[config.mk]
export PLATFORM = sky130hd
export DESIGN_NAME = data_mem_master
export DESIGN_NICKNAME = d
export VERILOG_FILES = /design/src/rtl/data_mem_master_pkg.sv /design/src/rtl/data_mem_master_lane_align.sv /design/src/rtl/data_mem_master.sv
export SDC_FILE = /design/constraint.sdc
export NUM_CORES = 1
export LEC_CHECK = 0
export CAP_MARGIN = 10
export CELL_PAD_IN_SITES_DETAIL_PLACEMENT = 1
export CELL_PAD_IN_SITES_GLOBAL_PLACEMENT = 1
export CORE_MARGIN = 2
export CORE_UTILIZATION = 35
export CTS_BUF_LIST = sky130_fd_sc_hd__clkbuf_2
export DETAILED_ROUTE_END_ITERATION = 10
export HOLD_SLACK_MARGIN = 0.06
export PLACE_DENSITY_LB_ADDON = 0.1
export SLEW_MARGIN = 20
export SYNTH_ARGS = -nofsm -noshare
export SYNTH_HDL_FRONTEND = slang
export SYNTH_SLANG_ARGS = --single-unit
[constraint.sdc]
create_clock -name clk_i -period 1.78 [get_ports clk_i]
set_input_delay 0.178 -clock clk_i [delete_from_list [all_inputs] [get_ports clk_i]]
set_output_delay 0.178 -clock clk_i [all_outputs]
set_load 0.01 [all_outputs]
[src/rtl/data_mem_master_pkg.sv]
// Shared encodings for the MEM-stage data-memory initiator: access sizes,
// FSM states and byte-lane masks.
package data_mem_master_pkg;

  localparam logic [1:0] SZ_BYTE = 2'b00;
  localparam logic [1:0] SZ_HALF = 2'b01;
  localparam logic [1:0] SZ_WORD = 2'b10;

  localparam logic [3:0] MASK_BYTE = 4'b0001;
  localparam logic [3:0] MASK_HALF = 4'b0011;
  localparam logic [3:0] MASK_WORD = 4'b1111;

  typedef enum logic [1:0] {
    IDLE = 2'd0,
    ACC0 = 2'd1,
    ACC1 = 2'd2,
    DONE = 2'd3
  } state_e;

  // Size code 2'b11 behaves as a word access.
  function automatic logic [2:0] size_nbytes(input logic [1:0] size);
    case (size)
      SZ_BYTE: return 3'd1;
      SZ_HALF: return 3'd2;
      SZ_WORD: return 3'd4;
      default: return 3'd4;
    endcase
  endfunction

endpackage

[src/rtl/data_mem_master_lane_align.sv]
// Little-endian lane placement for stores and lane extraction plus
// sign/zero extension for loads over a two-word window.
module mem_lane_align
  import data_mem_master_pkg::*;
(
  input  logic [1:0]  offset_i,
  input  logic [1:0]  size_i,
  input  logic        unsigned_i,
  input  logic [31:0] sdata_i,
  input  logic [63:0] rdata_i,
  output logic [7:0]  mask_o,
  output logic [63:0] wdata_o,
  output logic [31:0] load_o
);

  logic [3:0]  bmask;
  logic [31:0] sh;

  always_comb begin
    case (size_i)
      SZ_BYTE: bmask = MASK_BYTE;
      SZ_HALF: bmask = MASK_HALF;
      SZ_WORD: bmask = MASK_WORD;
      default: bmask = MASK_WORD;
    endcase
  end

  assign mask_o  = {4'b0000, bmask} << offset_i;
  assign wdata_o = {32'h0000_0000, sdata_i} << {offset_i, 3'b000};
  assign sh      = 32'(rdata_i >> {offset_i, 3'b000});

  always_comb begin
    case (size_i)
      SZ_BYTE: load_o = unsigned_i ? {24'h00_0000, sh[7:0]}
                                   : {{24{sh[7]}}, sh[7:0]};
      SZ_HALF: load_o = unsigned_i ? {16'h0000, sh[15:0]}
                                   : {{16{sh[15]}}, sh[15:0]};
      SZ_WORD: load_o = sh;
      default: load_o = sh;
    endcase
  end

endmodule

[src/rtl/data_mem_master.sv]
// MEM-stage initiator: turns a byte-addressed load/store into one or two
// word transactions over a req/ack handshake and stalls the pipeline meanwhile.
module data_mem_master
  import data_mem_master_pkg::*;
#(
  parameter int unsigned ADDR_W = 32
) (
  input  logic              clk_i,
  input  logic              rst_i,
  input  logic [ADDR_W-1:0] addr_i,
  input  logic [31:0]       data_i,
  input  logic              MemWrite_i,
  input  logic              MemRead_i,
  input  logic [1:0]        size_i,
  input  logic              unsigned_i,
  output logic [31:0]       data_o,
  output logic              stall_o,
  output logic              mem_req_o,
  output logic              mem_we_o,
  output logic [ADDR_W-1:0] mem_addr_o,
  output logic [3:0]        mem_be_o,
  output logic [31:0]       mem_wdata_o,
  input  logic [31:0]       mem_rdata_i,
  input  logic              mem_ack_i
);

  state_e            state_q, state_d;
  logic [ADDR_W-1:0] addr_q, addr_d;
  logic [31:0]       data_q, data_d;
  logic [31:0]       rlo_q, rlo_d;
  logic [31:0]       rhi_q, rhi_d;
  logic [1:0]        size_q, size_d;
  logic              uns_q, uns_d;
  logic              we_q, we_d;
  logic              rd_q, rd_d;
  logic              split_q, split_d;
  logic              gap_q, gap_d;

  logic [7:0]        lane_mask;
  logic [63:0]       lane_wdata;
  logic [31:0]       lane_load;
  logic [ADDR_W-1:0] word_addr;
  logic              req_any;
  logic              split_in;

  assign word_addr = {addr_q[ADDR_W-1:2], 2'b00};
  assign req_any   = MemRead_i | MemWrite_i;
  assign split_in  = ({1'b0, addr_i[1:0]} + size_nbytes(size_i)) > 3'd4;

  mem_lane_align u_align (
    .offset_i   (addr_q[1:0]),
    .size_i     (size_q),
    .unsigned_i (uns_q),
    .sdata_i    (data_q),
    .rdata_i    ({rhi_q, rlo_q}),
    .mask_o     (lane_mask),
    .wdata_o    (lane_wdata),
    .load_o     (lane_load)
  );

  always_ff @(posedge clk_i or negedge rst_i) begin
    if (!rst_i) begin
      state_q <= IDLE;
      addr_q  <= '0;
      data_q  <= '0;
      rlo_q   <= '0;
      rhi_q   <= '0;
      size_q  <= '0;
      uns_q   <= 1'b0;
      we_q    <= 1'b0;
      rd_q    <= 1'b0;
      split_q <= 1'b0;
      gap_q   <= 1'b0;
    end else begin
      state_q <= state_d;
      addr_q  <= addr_d;
      data_q  <= data_d;
      rlo_q   <= rlo_d;
      rhi_q   <= rhi_d;
      size_q  <= size_d;
      uns_q   <= uns_d;
      we_q    <= we_d;
      rd_q    <= rd_d;
      split_q <= split_d;
      gap_q   <= gap_d;
    end
  end

  always_comb begin
    state_d     = state_q;
    addr_d      = addr_q;
    data_d      = data_q;
    rlo_d       = rlo_q;
    rhi_d       = rhi_q;
    size_d      = size_q;
    uns_d       = uns_q;
    we_d        = we_q;
    rd_d        = rd_q;
    split_d     = split_q;
    gap_d       = gap_q;
    data_o      = '0;
    stall_o     = 1'b0;
    mem_req_o   = 1'b0;
    mem_we_o    = 1'b0;
    mem_addr_o  = '0;
    mem_be_o    = '0;
    mem_wdata_o = '0;

    case (state_q)
      IDLE: begin
        // Stall is combinational on the request; keep it low while in reset.
        stall_o = req_any & rst_i;
        if (req_any) begin
          addr_d  = addr_i;
          data_d  = data_i;
          size_d  = size_i;
          uns_d   = unsigned_i;
          we_d    = MemWrite_i;
          rd_d    = MemRead_i & ~MemWrite_i;
          split_d = split_in;
          gap_d   = 1'b0;
          state_d = ACC0;
        end
      end
      ACC0: begin
        stall_o     = 1'b1;
        mem_req_o   = 1'b1;
        mem_we_o    = we_q;
        mem_addr_o  = word_addr;
        mem_be_o    = lane_mask[3:0];
        mem_wdata_o = lane_wdata[31:0];
        if (mem_ack_i) begin
          rlo_d   = mem_rdata_i;
          gap_d   = split_q;
          state_d = split_q ? ACC1 : DONE;
        end
      end
      ACC1: begin
        // First ACC1 cycle (gap_q) is the mandatory req-low gap between words.
        stall_o     = 1'b1;
        mem_we_o    = we_q;
        mem_addr_o  = word_addr + ADDR_W'(4);
        mem_be_o    = lane_mask[7:4];
        mem_wdata_o = lane_wdata[63:32];
        if (gap_q) begin
          gap_d = 1'b0;
        end else begin
          mem_req_o = 1'b1;
          if (mem_ack_i) begin
            rhi_d   = mem_rdata_i;
            state_d = DONE;
          end
        end
      end
      DONE: begin
        data_o  = rd_q ? lane_load : '0;
        state_d = IDLE;
      end
      default: state_d = IDLE;
    endcase
  end

endmodule

==> run metrics, run 1 <==
status finished, violations left; failing checks negative setup slack; kind of critical path reg2out; die area 25000 um2; Die X 158 um; num ports 207; fmax 0.350 GHz; fraction of layout cells with a size suffix above 1 57.4%; dpl hpwl 20300 um; worst setup path endpoint mem_be_o[0]; CP cell instances buf_4, buf_6, buf_16, buf_8, nor2_4, buf_6, buf_4, a21oi_2, nor2b_1, buf_2; WP buf/inv 7; final core occ 64.4%; number of core rows 56; area of the multi-input gates 5820 um2; post-synthesis async set-or-reset flop share 100%; CP top delay family buffers and inverters; worst hold path class in2async; RSZ-0062 raised after global routing true; critical path launch point type register; largest net degree at the start of global routing 130; CP Data Required Time 1600 ps; WL/cell 24.2 um; Net count, final 1369; Layout fillers 2372; Total Wirelength 38500 um; Pwr Total 0.0290 W; cells after synthesis 744; crit-path max FO 7; Worst-Skew Late Latency 760 ps; Mean Syn Cell Area 11.2 um2; Ys Warns 0; TritonCTS Buffers 17; CP max-delay cell dfrtp_4; Clock Path Buffers 2; Routed Antenna Nets 0; reg2reg start state_q[0]$_DFFE_PN0P_; Sequential Area 3230 um2; sequential area share after synthesis 38.9%; Final Hold Fails 0; drt via density 5.47; clk root buf clkbuf_2; CP Capture Type output port; DRT Pass-1 Iters 4; initial drt markers 399; final-report max-slew violation count 0; core box area 23400 um2; final estimated routing congestion in global placement 0.848; Setup WS post-layout -1080 ps; Reg2Reg Setup Slack -240 ps; final setup vio count 145; TritonCTS clock tree done; Clk pin slew, worst setup/hold paths 270 ps; Period minus WS final 2860 ps; DR vias 8700; Yosys top cell by area dfrtp_1; area growth from synthesis to layout 81.5%; Clock Skew 68.4 ps; Cell variety after synth 60; Final Cycle Share 161%; WP depth 10; first-pass GRT wire length 52500 um; Max-slew headroom 51.0%; CTS Sinks 129; synth cell count leaders 135 x mux2_2, 129 x dfrtp_1, 49 x nand2_1; mapped cell area 8300 um2; maxcap violations 0; VDD IR max 0.000780 V; ranking of synthesized cells by area dfrtp_1 39%, mux2_2 18%, mux4_2 8.1%; pwr dens 1930 nW/um2; Worst Setup SP addr_q[0]$_DFFE_PN0P_; total gr overflow 0; vias in the first global route 9377; P_leak 6.70 nW; initial antenna violation count 1; most common cell in the netlist mux2_2; Initial Utilization 35.5%; Reg2Reg Depth 10; # DRC 0; number of flops mapped to enable cells by yosys 0; Worst EP arrival 2680 ps; area fraction of the dominant cell type after synthesis 38.9%; CTS H-tree depth 4; Largest stage delay, worst path 560 ps; global-route usage over all layers 27.4%; Die Height 158 um; R2R Path End rhi_q[12]$_DFFE_PN0P_; Least-Margin Pin Slew 735 ps; post-synthesis register bit count 129; PortBufs 204; Top FF cell, synth dfrtp_1
## cell families (layout without fill, tap and decap cells)
kind of cell | after synthesis | after routing | share of synthesized area, %
adder cells (fa/ha/maj) | 8 | 8 | 1.30
flip-flops | 129 | 129 | 38.9
other | 1 | 4 | 0.0452
AND/OR/NAND/NOR | 178 | 179 | 12.5
buffers and inverters | 86 | 610 | 5.19
AO/OA/AOI/OAI | 155 | 155 | 12.8
multiplexers | 185 | 185 | 29.1
XOR/XNOR | 2 | 2 | 0.211
## worst min-delay path by stage
stage / start / end / slack (ps) / cells after the start
2_1_floorplan: rst_i / addr_q[0]$_DFFE_PN0P_ / -120 / 0
3_3_place_gp: rst_i / addr_q[27]$_DFFE_PN0P_ / 360 / 2
3_5_place_dp: rst_i / rlo_q[18]$_DFFE_PN0P_ / 380 / 2
4_1_cts: mem_rdata_i[10] / rlo_q[10]$_DFFE_PN0P_ / 70 / 2
5_1_grt: size_i[0] / size_q[0]$_DFFE_PN0P_ / 90 / 2
6_report: rst_i / rlo_q[11]$_DFFE_PN0P_ / 130 / 3
## what timing repair did
item,CTS,global route
endpoints found under the setup margin,126,127
hold buffers,96,1
cloned,10,0
setup buffers,73,48
endpoints found under the hold margin,245,1
pin swaps,60,65
gates resized for setup,631,190
## metrics by stage
step	TNS (ps)	setup slack [ps]	cells	hold WS, ps	area [um2]
CTS	-98080	-1150	1550	71.3	14200
finish	-94990	-1080	1591	135	15100
floorplan	-94.7	-9.49	745	-118	8330
detailed placement	-51160	-606	1339	375	11500
global placement	-45870	-547	1339	358	11500
global route	-108380	-1210	1590	89.6	15100
## placed cells by master (no fill, tap or decap), drive strengths merged, types with 3 or more instances in the layout
master / n
or4: 4
bufinv: 3
nand2b: 11
dfrtp: 129
a22o: 21
clkbuf: 24
buf: 348
o22ai: 8
clkdlybuf4s50: 102
ha: 7
nor4: 3
a21o: 5
nor2b: 29
and2: 16
a31oi: 17
clkinvlp: 3
o21ai: 45
nand3: 14
mux2i: 19
a41oi: 3
a21oi: 19
dlygate4sd3: 97
mux2: 135
and3: 15
mux4: 31
nor3: 6
clkinv: 5
nor2: 14
nand2: 49
a22oi: 16
inv: 28
o31ai: 5
nand4: 7
and4: 5
o41a: 3
## state kept, by name (all words and copies together), names as in the netlist
register,cells
rhi_q,24
we_q,1
gap_q,1
state_q,2
size_q,2
split_q,1
uns_q,1
data_q,32
rlo_q,32
rd_q,1
addr_q,32
## layout make-up
type,count,share of cell area [%]
Sequential cell,129,21.5
Tap cell,319,2.65
Inverter,25,0.623
Timing Repair Buffer,553,34.8
Multi-Input combinational cell,531,38.6
Antenna cell,2,0.0332
Clock buffer,18,0.598
Clock inverter,14,1.20
## report_power, final
group | internal, W | switching [W]
Clock | 0.000812 | 0.00133
Sequential | 0.00443 | 0.00162
Combinational | 0.0113 | 0.00956
Total | 0.0165 | 0.0125
## routing by layer
layer  global-route usage [%]  part of all wire [%]  vias to the layer above
met5                        0                     0                        -
met4                     10.2                   3.0                        0
met3                     6.08                   4.9                       89
met2                     48.9                    53                      343
met1                     32.1                    39                     4458
li1                         -                     -                     3810
## worst min-delay path, delay by kind of cell
| family | cells | cell delay (ps) |
|---|---|---|
| buffers and inverters | 3 | 1260 |
Power figures use the tool's default switching activity.
==> run 2, diff against run 1 <==
--- a/config.mk
+++ b/config.mk
@@ -17,4 +17,5 @@
 export SLEW_MARGIN = 20
 export SYNTH_ARGS = -nofsm -noshare
 export SYNTH_HDL_FRONTEND = slang
+export SYNTH_HIERARCHICAL = 1
 export SYNTH_SLANG_ARGS = --single-unit
==> run 2 against run 1 <==
  * The flow still finishes with violations (negative setup slack)
  * Register-to-register slack lost 60 ps
  * First-iteration DRC count grew 48%
  * Utilization down 0.91 points
  * Die area rose by 6.6%
  * Cell count up 6.5%
  * Maximum frequency down 1.6%
  * Non-clock buffer count is 3 higher
  * Setup slack worse by 46 ps
  * Global-route usage down 1.7 points
  * Cell area is 5.5% higher
  * Highest routed layer unchanged
==> run metrics, run 2 <==
status finished, violations left (unchanged); failing checks negative setup slack (unchanged); VDD IR max 0.000723 V (was 0.000780 V); RSZ-0062 raised after global routing true (unchanged); Reg2Reg Depth 9 (was 10); cells after synthesis 856 (was 744); TritonCTS Buffers 17 (unchanged); initial antenna violation count 3 (was 1); WL/cell 22.9 um (was 24.2 um); pre-CTS setup slack -775 ps (was -606 ps); part of the power in the clock network 6.0% (was 7.4%); dpl hpwl 20800 um (was 20300 um); final-report max-slew violation count 0 (unchanged); commonest non-fill, non-tap cell in the layout buf_4 (unchanged); Total Wirelength 38900 um (was 38500 um); Worst-Skew Late Latency 750 ps (was 760 ps); Die X 163 um (was 158 um); sequential cell fraction of total power 18.2% (was 20.8%); Clk pin slew, worst setup/hold paths 260 ps (was 270 ps); die area 26600 um2 (was 25000 um2); vias in the first global route 9528 (was 9377); Worst EP arrival 2730 ps (was 2680 ps); CTS Sinks 129 (unchanged); final setup vio count 147 (was 145); sw power 0.0141 W (was 0.0125 W); critical path launch point type register (unchanged); initial drt markers 589 (was 399); Sequential Area 3240 um2 (was 3230 um2); post-route setup TNS -96700 ps (was -94990 ps); TritonCTS clock tree done (unchanged); Setup WS post-layout -1130 ps (was -1080 ps); P_int 0.0185 W (was 0.0165 W); # DRC 0 (unchanged); CP max-delay cell or4_4 (was dfrtp_4); area of the multi-input gates 6370 um2 (was 5820 um2); Initial Utilization 35.4% (was 35.5%); CP Data Required Time 1600 ps (about the same); num ports 207 (unchanged); area growth from synthesis to layout 79.4% (was 81.5%); fmax 0.344 GHz (was 0.350 GHz); first-pass GRT wire length 52800 um (was 52500 um); number of core rows 58 (was 56); Layout fillers 2562 (was 2372); Clock Skew 45.0 ps (was 68.4 ps); CP cell instances buf_4, nand4_1, or4_4, buf_6, o31a_4, a31oi_4, buf_2 (was buf_4, buf_6, buf_16, buf_8, nor2_4, buf_6, buf_4, a21oi_2, nor2b_1, buf_2); final estimated routing congestion in global placement 0.813 (was 0.848); Logic pwr share 75.8% (was 71.8%); Least-Margin Pin Slew 777 ps (was 735 ps); crit-path max FO 5 (was 7); core box area 25000 um2 (was 23400 um2); P_leak 6.88 nW (was 6.70 nW); Max-slew headroom 48.2% (was 51.0%); Sw Share 43.2% (was 43.1%); Clock Path Buffers 2 (unchanged); Largest regs addr_q: 32 flops, data_q: 32 flops, rlo_q: 32 flops (unchanged); Final Cycle Share 163% (was 161%); CTS H-tree depth 4 (unchanged); total gr overflow 0 (unchanged); largest net degree at the start of global routing 130 (unchanged); maxcap violations 0 (unchanged); clk root buf clkbuf_2 (unchanged); Final Hold Fails 0 (unchanged); pwr dens 2050 nW/um2 (was 1930 nW/um2); CP Capture Type output port (unchanged); Routed Antenna Nets 0 (unchanged); worst hold path class in2async (unchanged); DR vias 9296 (was 8700); global-route usage over all layers 25.7% (was 27.4%); Net count, final 1461 (was 1369); commonest cells after routing, fill and taps aside 139 x buf_4, 128 x mux2_2, 124 x dfrtp_1 (was 142 x buf_4, 127 x dfrtp_1, 106 x mux2_2); Largest stage delay, worst path 580 ps (was 560 ps); Mean Syn Cell Area 10.4 um2 (was 11.2 um2); drt via density 5.48 (was 5.47); DRT Pass-1 Iters 4 (unchanged); fraction of layout cells with a size suffix above 1 56.9% (was 57.4%); PortBufs 204 (unchanged); Die Height 163 um (was 158 um); kind of critical path reg2out (unchanged); mapped cell area 8860 um2 (was 8300 um2); Ys Warns 6 (was 0); Period minus WS final 2910 ps (was 2860 ps)
## run 2: metrics by stage
stage / utilization (%) / instance area [um2] / power, W / instances / hold slack [ps]
3_5_place_dp: 49.3 / 12300 / 0.0225 / 1461 / 397
6_report: 63.5 / 15900 / 0.0325 / 1695 / 81.7
3_3_place_gp: 49.3 / 12300 / 0.0222 / 1461 / 397
2_1_floorplan: - / 9000 / 0.0152 / 865 / -118
4_1_cts: 58.1 / 14500 / 0.0286 / 1638 / 60.0
5_1_grt: 63.5 / 15900 / 0.0342 / 1695 / 61.1
## run 2: layer usage
layer	track usage, %	wire length (um)	up-vias
li1	-	-	4174
met2	45.0	20000	300
met5	0	0	-
met1	32.7	16300	4753
met4	8.81	983	0
met3	3.38	1660	69
## run 2: worst paths after layout
kind,to,start,slack [ps]
max in group asynchronous,addr_q[0]$_DFFE_PN0P_,rst_i,1000
max,mem_addr_o[21],addr_q[3]$_DFFE_PN0P_,-1130
min,rlo_q[27]$_DFFE_PN0P_,rst_i,80
max reg2reg,rhi_q[8]$_DFFE_PN0P_,state_q[1]$_DFFE_PN0P_,-300
min in group clk_i,data_q[12]$_DFFE_PN0P_,data_i[12],90
min reg2reg,rhi_q[16]$_DFFE_PN0P_,rhi_q[16]$_DFFE_PN0P_,540
## run 2: area by class of cell
| class | instances | area share, % |
|---|---|---|
| repair buffers | 556 | 35.2 |
| clock inverters | 15 | 0.929 |
| multi-input cells | 637 | 40.1 |
| flip-flops and latches | 129 | 20.4 |
| inverters | 8 | 0.189 |
| well taps | 330 | 2.60 |
| clock buffers | 17 | 0.535 |
| diodes | 3 | 0.0472 |
## run 2: power groups by stage
stage | logic [W] | clock network [W] | registers (W)
after detailed placement | 0.0167 | 0 | 0.00586
final | 0.0246 | 0.00195 | 0.00594
after CTS | 0.0209 | 0.00196 | 0.00573
after global routing | 0.0259 | 0.00211 | 0.00612
after global placement | 0.0164 | 0 | 0.00574
after floorplan | 0.00970 | 0 | 0.00553
## run 2: worst max-delay path, delay by kind of cell (launching register included)
kind	cells	cell delay, ps
AND/OR/NAND/NOR	2	710
flip-flops	1	460
buffers and inverters	3	450
AO/OA/AOI/OAI	2	410
## run 2: what timing repair did
action	CTS	global route
endpoints found under the setup margin	158	160
buffers inserted	58	54
gates resized for setup	629	236
hold buffers	76	9
pin swaps	90	58
endpoints found under the hold margin	220	10
cloned	13	10
